**src/rtl/fetch_predict_unit.sv**
```systemverilog
// fetch_predict_unit
// Instruction fetch front end. It issues one icache request at a time and
// pre-decodes each returned word. It predicts the next PC: JAL is always
// taken, and conditional branches use a table of 2-bit saturating counters
// that execute trains. Fetched words are buffered in a small FIFO that decode
// drains with a valid/ready handshake.
//
// Ports:
//   clk_i, rst          clock, asynchronous active-high reset
//   ic_req_o/ic_addr_o  fetch request and address to the icache
//   ic_data_ok_i/_i     icache response strobe and instruction word
//   redirect_i/_pc_i    flush the front end and restart at a new PC
//   train_*_i           resolved conditional branch outcome for the counters
//   fq_*                fetch queue head towards decode (valid/ready)
module fetch_predict_unit #(
  parameter int              XLEN      = 32,
  parameter int              BHT_DEPTH = 64,
  parameter int              FQ_DEPTH  = 4,
  parameter logic [XLEN-1:0] RESET_PC  = XLEN'(32'h8000_0000)
) (
  input  logic            clk_i,
  input  logic            rst,
  output logic            ic_req_o,
  output logic [XLEN-1:0] ic_addr_o,
  input  logic            ic_data_ok_i,
  input  logic [31:0]     ic_data_i,
  input  logic            redirect_i,
  input  logic [XLEN-1:0] redirect_pc_i,
  input  logic            train_valid_i,
  input  logic [XLEN-1:0] train_pc_i,
  input  logic            train_taken_i,
  output logic            fq_valid_o,
  input  logic            fq_ready_i,
  output logic [31:0]     fq_instr_o,
  output logic [XLEN-1:0] fq_pc_o,
  output logic            fq_pred_taken_o,
  output logic [XLEN-1:0] fq_pred_pc_o
);

  localparam int BHT_IW = $clog2(BHT_DEPTH);
  localparam int FQ_PW  = $clog2(FQ_DEPTH);
  localparam logic [FQ_PW:0] FQ_FULL = (FQ_PW+1)'(FQ_DEPTH);
  localparam logic [FQ_PW:0] CNT_ONE = (FQ_PW+1)'(1);

  typedef enum logic {ST_FETCH, ST_DROP} state_t;

  state_t            r_state;
  logic [XLEN-1:0]   r_pc;
  logic [XLEN-1:0]   r_restartPc;
  logic [FQ_PW-1:0]  r_head;
  logic [FQ_PW-1:0]  r_tail;
  logic [FQ_PW:0]    r_count;
  logic [31:0]       r_qInstr  [FQ_DEPTH];
  logic [XLEN-1:0]   r_qPc     [FQ_DEPTH];
  logic [XLEN-1:0]   r_qPredPc [FQ_DEPTH];
  logic [FQ_DEPTH-1:0] r_qTaken;
  logic [1:0]        r_bht     [BHT_DEPTH];

  logic              w_fetchReq;
  logic              w_push;
  logic              w_pop;
  logic [XLEN-1:0]   w_bImm;
  logic [XLEN-1:0]   w_jImm;
  logic [BHT_IW-1:0] w_predIdx;
  logic [BHT_IW-1:0] w_trainIdx;
  logic              w_predTaken;
  logic [XLEN-1:0]   w_target;
  logic [XLEN-1:0]   w_nextPc;
  logic              w_unused;

  // A new fetch is only issued when the queue has room, so a response can
  // always be pushed. While draining an abandoned request the old address
  // stays on the bus until the icache answers.
  assign w_fetchReq = (r_state == ST_FETCH) && (r_count != FQ_FULL);
  assign ic_req_o   = !rst && (w_fetchReq || (r_state == ST_DROP));
  assign ic_addr_o  = r_pc;

  assign w_push = w_fetchReq && ic_data_ok_i && !redirect_i;
  assign w_pop  = fq_valid_o && fq_ready_i && !redirect_i;

  assign w_bImm = {{(XLEN-13){ic_data_i[31]}}, ic_data_i[31], ic_data_i[7],
                   ic_data_i[30:25], ic_data_i[11:8], 1'b0};
  assign w_jImm = {{(XLEN-21){ic_data_i[31]}}, ic_data_i[31], ic_data_i[19:12],
                   ic_data_i[20], ic_data_i[30:21], 1'b0};

  assign w_predIdx  = r_pc[BHT_IW+1:2];
  assign w_trainIdx = train_pc_i[BHT_IW+1:2];
  assign w_unused   = &{1'b0, train_pc_i[XLEN-1:BHT_IW+2], train_pc_i[1:0]};

  // Pre-decode: the counter is read before any same-cycle training update.
  always_comb begin
    w_predTaken = 1'b0;
    w_target    = r_pc + XLEN'(4);
    case (ic_data_i[6:0])
      7'b1100011: begin
        w_predTaken = r_bht[w_predIdx][1];
        w_target    = r_pc + w_bImm;
      end
      7'b1101111: begin
        w_predTaken = 1'b1;
        w_target    = r_pc + w_jImm;
      end
      default: ;
    endcase
  end

  assign w_nextPc = w_predTaken ? w_target : r_pc + XLEN'(4);

  // Fetch state: FETCH normally, DROP while waiting out a request that a
  // redirect made stale. The restart PC is kept apart from the bus address.
  always_ff @(posedge clk_i or posedge rst) begin
    if (rst) begin
      r_state     <= ST_FETCH;
      r_pc        <= RESET_PC;
      r_restartPc <= RESET_PC;
    end else begin
      case (r_state)
        ST_FETCH: begin
          if (redirect_i) begin
            if (w_fetchReq && !ic_data_ok_i) begin
              r_state     <= ST_DROP;
              r_restartPc <= redirect_pc_i;
            end else begin
              r_pc <= redirect_pc_i;
            end
          end else if (w_push) begin
            r_pc <= w_nextPc;
          end
        end
        ST_DROP: begin
          if (ic_data_ok_i) begin
            r_state <= ST_FETCH;
            r_pc    <= redirect_i ? redirect_pc_i : r_restartPc;
          end else if (redirect_i) begin
            r_restartPc <= redirect_pc_i;
          end
        end
        default: r_state <= ST_FETCH;
      endcase
    end
  end

  // Queue bookkeeping; a redirect empties it and voids any same-cycle pop.
  always_ff @(posedge clk_i or posedge rst) begin
    if (rst) begin
      r_head  <= '0;
      r_tail  <= '0;
      r_count <= '0;
    end else if (redirect_i) begin
      r_head  <= '0;
      r_tail  <= '0;
      r_count <= '0;
    end else begin
      if (w_push) r_tail <= r_tail + 1'b1;
      if (w_pop)  r_head <= r_head + 1'b1;
      if (w_push && !w_pop)      r_count <= r_count + CNT_ONE;
      else if (!w_push && w_pop) r_count <= r_count - CNT_ONE;
    end
  end

  // Queue payload storage; contents are only visible while count is nonzero.
  always_ff @(posedge clk_i) begin
    if (w_push) begin
      r_qInstr[r_tail]  <= ic_data_i;
      r_qPc[r_tail]     <= r_pc;
      r_qPredPc[r_tail] <= w_nextPc;
      r_qTaken[r_tail]  <= w_predTaken;
    end
  end

  assign fq_valid_o      = (r_count != '0);
  assign fq_instr_o      = fq_valid_o ? r_qInstr[r_head]  : '0;
  assign fq_pc_o         = fq_valid_o ? r_qPc[r_head]     : '0;
  assign fq_pred_pc_o    = fq_valid_o ? r_qPredPc[r_head] : '0;
  assign fq_pred_taken_o = fq_valid_o ? r_qTaken[r_head]  : 1'b0;

  // Branch history counters, weakly not-taken out of reset.
  always_ff @(posedge clk_i or posedge rst) begin
    if (rst) begin
      for (int i = 0; i < BHT_DEPTH; i++) r_bht[i] <= 2'b01;
    end else if (train_valid_i) begin
      if (train_taken_i && (r_bht[w_trainIdx] != 2'b11))
        r_bht[w_trainIdx] <= r_bht[w_trainIdx] + 2'b01;
      else if (!train_taken_i && (r_bht[w_trainIdx] != 2'b00))
        r_bht[w_trainIdx] <= r_bht[w_trainIdx] - 2'b01;
    end
  end

endmodule
```
**config.mk**
```make
export PLATFORM = sky130hd
export DESIGN_NAME = fetch_predict_unit
export DESIGN_NICKNAME = d
export VERILOG_FILES = /design/src/rtl/fetch_predict_unit.sv
export SDC_FILE = /design/constraint.sdc
export NUM_CORES = 1
export LEC_CHECK = 0
export ABC_AREA = 1
export ABC_CLOCK_PERIOD_IN_PS = 5550
export BUFFER_PORTS_ARGS = -buffer_cell sky130_fd_sc_hd__buf_2
export CORE_MARGIN = 3
export CORE_UTILIZATION = 54
export CTS_CLUSTER_SIZE = 28
export DETAILED_ROUTE_END_ITERATION = 10
export PLACE_DENSITY = 0.87
export SETUP_SLACK_MARGIN = 0.2
export SLEW_MARGIN = 30
export SYNTH_ARGS = -nofsm -noshare
export SYNTH_HDL_FRONTEND = slang
export SYNTH_SLANG_ARGS = --single-unit
```
**constraint.sdc**
```tcl
create_clock -name clk_i -period 5.55 [get_ports clk_i]
set_input_delay 0.555 -clock clk_i [delete_from_list [all_inputs] [get_ports clk_i]]
set_output_delay 0.555 -clock clk_i [all_outputs]
set_load 0.02 [all_outputs]
```
==> impl_metrics.toml <==
[status]
outcome = "completed"

[synthesis]
synth_fa_ha_area_share_pct = 1.92
synth_edf_count = 384
yosys.area_share.simple_pct = 18.5
synth_xor_area_share_pct = 1.53
avgSynthCellArea_um2 = 9.53
synth_top_family_by_area = "simple AND/OR/NAND/NOR gates"
syn_nets = 3096
netlist-cell-type-count = 46
yosys.area.top_type = "edfxtp_1"
syn_area_um2 = 28100
async_reset_ff_share_pct = 34.2
synth_top_area_share_pct = 41.0
synthMuxAreaShare_pct = 1.48
synth_ff_type = "edfxtp_1"
synth_seq_area_share_pct = 59.1
synthCells = 2951
yosys_warnings = 0
synth_compound_area_share_pct = 12.4
synth.area.top_cells = "edfxtp_1 41%, dfrtp_1 12%, nor2_1 9.6%"
synth_seq_cells = 584

[clock_tree]
post_cts_resized = 0
clock-sinks = 584
numCtsBuffers = 57
htreeDepth = 2
clk_latency_ns = 0.63
cts.path.max_buffers = 3
cts_tree = "yes"
cts_hold_buf = 0
cts_setup_buffers = 0
clkTransAtPathRegs_ns = 0.07
cts_root_buf = "clkbuf_16"

[route]
drt-initial-drc-count = 3068
vias = 22800
routedWlPerCell_um = 20.7
firstDrtPassIters = 10
ant_nets = 0
viasPerCell = 5.95
drt_wl_total_mm = 79.4
drcViolationCount = 0

[placement]
port_buffers = 207
dp_hpwl_mm = 50.6
dp.cells = 3717
gp_congestion = 0.940

[power]
peakVddDrop_v = 0.000272
p_per_area_nw_per_um2 = 495
cellLeakagePower_nw = 12.6

[flow_run]
max-cap-violations = 0

[critical_path]
crit_arrival_ns = 3.79
crit_required_ns = 4.99
worstSetupEndpointType = "output port"
cp-start-kind = "register"
setup.worst_path.class = "reg2out"
cp_max_fo = 51

[floorplan]
num_rows = 82
ioPinCount = 234
die_area_um2 = 54800
die_h_um = 234
initial_core_util_pct = 55.4
core_area_um2 = 50800
chipWidth_um = 234

[final_layout]
final_cells = 3835
final_common_cell = "nor2_1"
area_delta_synth_final_pct = 12.7
mostFrequentLayoutCells = "710 x nor2_1, 384 x edfxtp_1, 332 x nand2_1"
fin_nets = 3250
final_layout_size_suffix_gt1_share_pct = 15.1

[sta]
setup_violations = 0
finalMaxSlewViolations = 0
period_share_pct = 78.3
clock.fmax_mhz = 230
fin_skew_ns = 0.0240
fin_crit_ns = 4.35
grt_setup_unrepaired = "false"
slew_headroom_pct = 34.7
holdWs_ns = 0.166
finalHoldViolCount = 0
tightest_slew_ns = 0.979

[grt]
grt-ovfl-total = 0
grt_pass1_vias = 21400
grt_usage_pct = 28.4
grt_pass1_wl_mm = 120
grt_max_degree = 188
antenna_found_initial = 15

[worst_hold_path]
min_path_type = "in2reg"
[kinds of logic after synthesis]
logic type,count (synthesis)
compound gates,630
simple gates,1274
mux,37
xor+xnor,49
buf+inv,335
flops,584
fa+ha+maj,42
[metal layers]
layer	up-vias	share of wire [%]	global-route usage, %
li1	10400	-	-
met3	272	12	6.98
met5	-	0.11	0
met4	12	4.2	11.4
met2	1373	46	44.0
met1	10700	38	38.6
[through the flow]
step | worst slack, ns | total power, W | instance area, µm² | util (%) | TNS, ns
finish | 1.20 | 0.0157 | 31700 | 62.4 | 0
global route | 1.10 | 0.0165 | 31700 | 62.4 | 0
CTS | 1.25 | 0.0156 | 31600 | 62.3 | 0
detailed placement | 1.16 | 0.0116 | 29700 | 58.5 | 0
global placement | 1.17 | 0.0115 | 29700 | 58.5 | 0
floorplan | -0.00736 | 0.00975 | 28100 | - | -2.82
[worst max-delay path, stage by stage, from the launching register on]
cell and delay, ns:
dfrtp_4 0.92, clkinv_2 0.81, buf_4 0.54, nor2_1 0.18, o21ai_0 0.17, a21oi_1 0.27, buf_2 0.21
[final cells by class]
| class | instances | area, µm² |
|---|---|---|
| diodes | 9 | 22.5 |
| clock buffers | 67 | 1490 |
| clock inverters | 41 | 457 |
| fillers | 3894 | 19100 |
| inverters | 191 | 726 |
| multi-input cells | 2032 | 10100 |
| flip-flops and latches | 584 | 16600 |
| well taps | 672 | 841 |
| repair buffers | 239 | 1400 |
[cell usage after synthesis (all sizes together) (40+ instances only)]
cell type,count
dfrtp,134
o21ai,243
clkbuf,91
nor2,723
dfstp,66
ha,40
inv,189
edfxtp,384
nand2,337
nand3,128
a31oi,67
buf,53
a21oi,227
[report_power, final]
part / total (W) / internal [W] / switching, W / leakage [nW]
Sequential: 0.00610 / 0.00548 / 0.000617 / 5.81
Combinational: 0.00560 / 0.00170 / 0.00390 / 5.83
Clock: 0.00399 / 0.00230 / 0.00169 / 0.929
Total: 0.0157 / 0.00948 / 0.00620 / 12.6
[final timing paths]
kind | startpoint | end | slack [ns] | cells after the start
worst max-delay path | r_head[1] | fq_pred_pc_o[1] | 1.20 | 6
worst min-delay path | ic_data_i[0] | r_qInstr[0][0] | 0.17 | 1
worst max register to register | ic_addr_o[2] | r_qPredPc[1][30] | 1.78 | 13
worst min register to register | register | register | 0.50 | 2
max in group asynchronous | rst | r_bht[37] | 4.64 | 3
min in group asynchronous | rst | ic_addr_o[27] | 0.23 | 3
No activity file was read; power rests on OpenSTA's default activity.
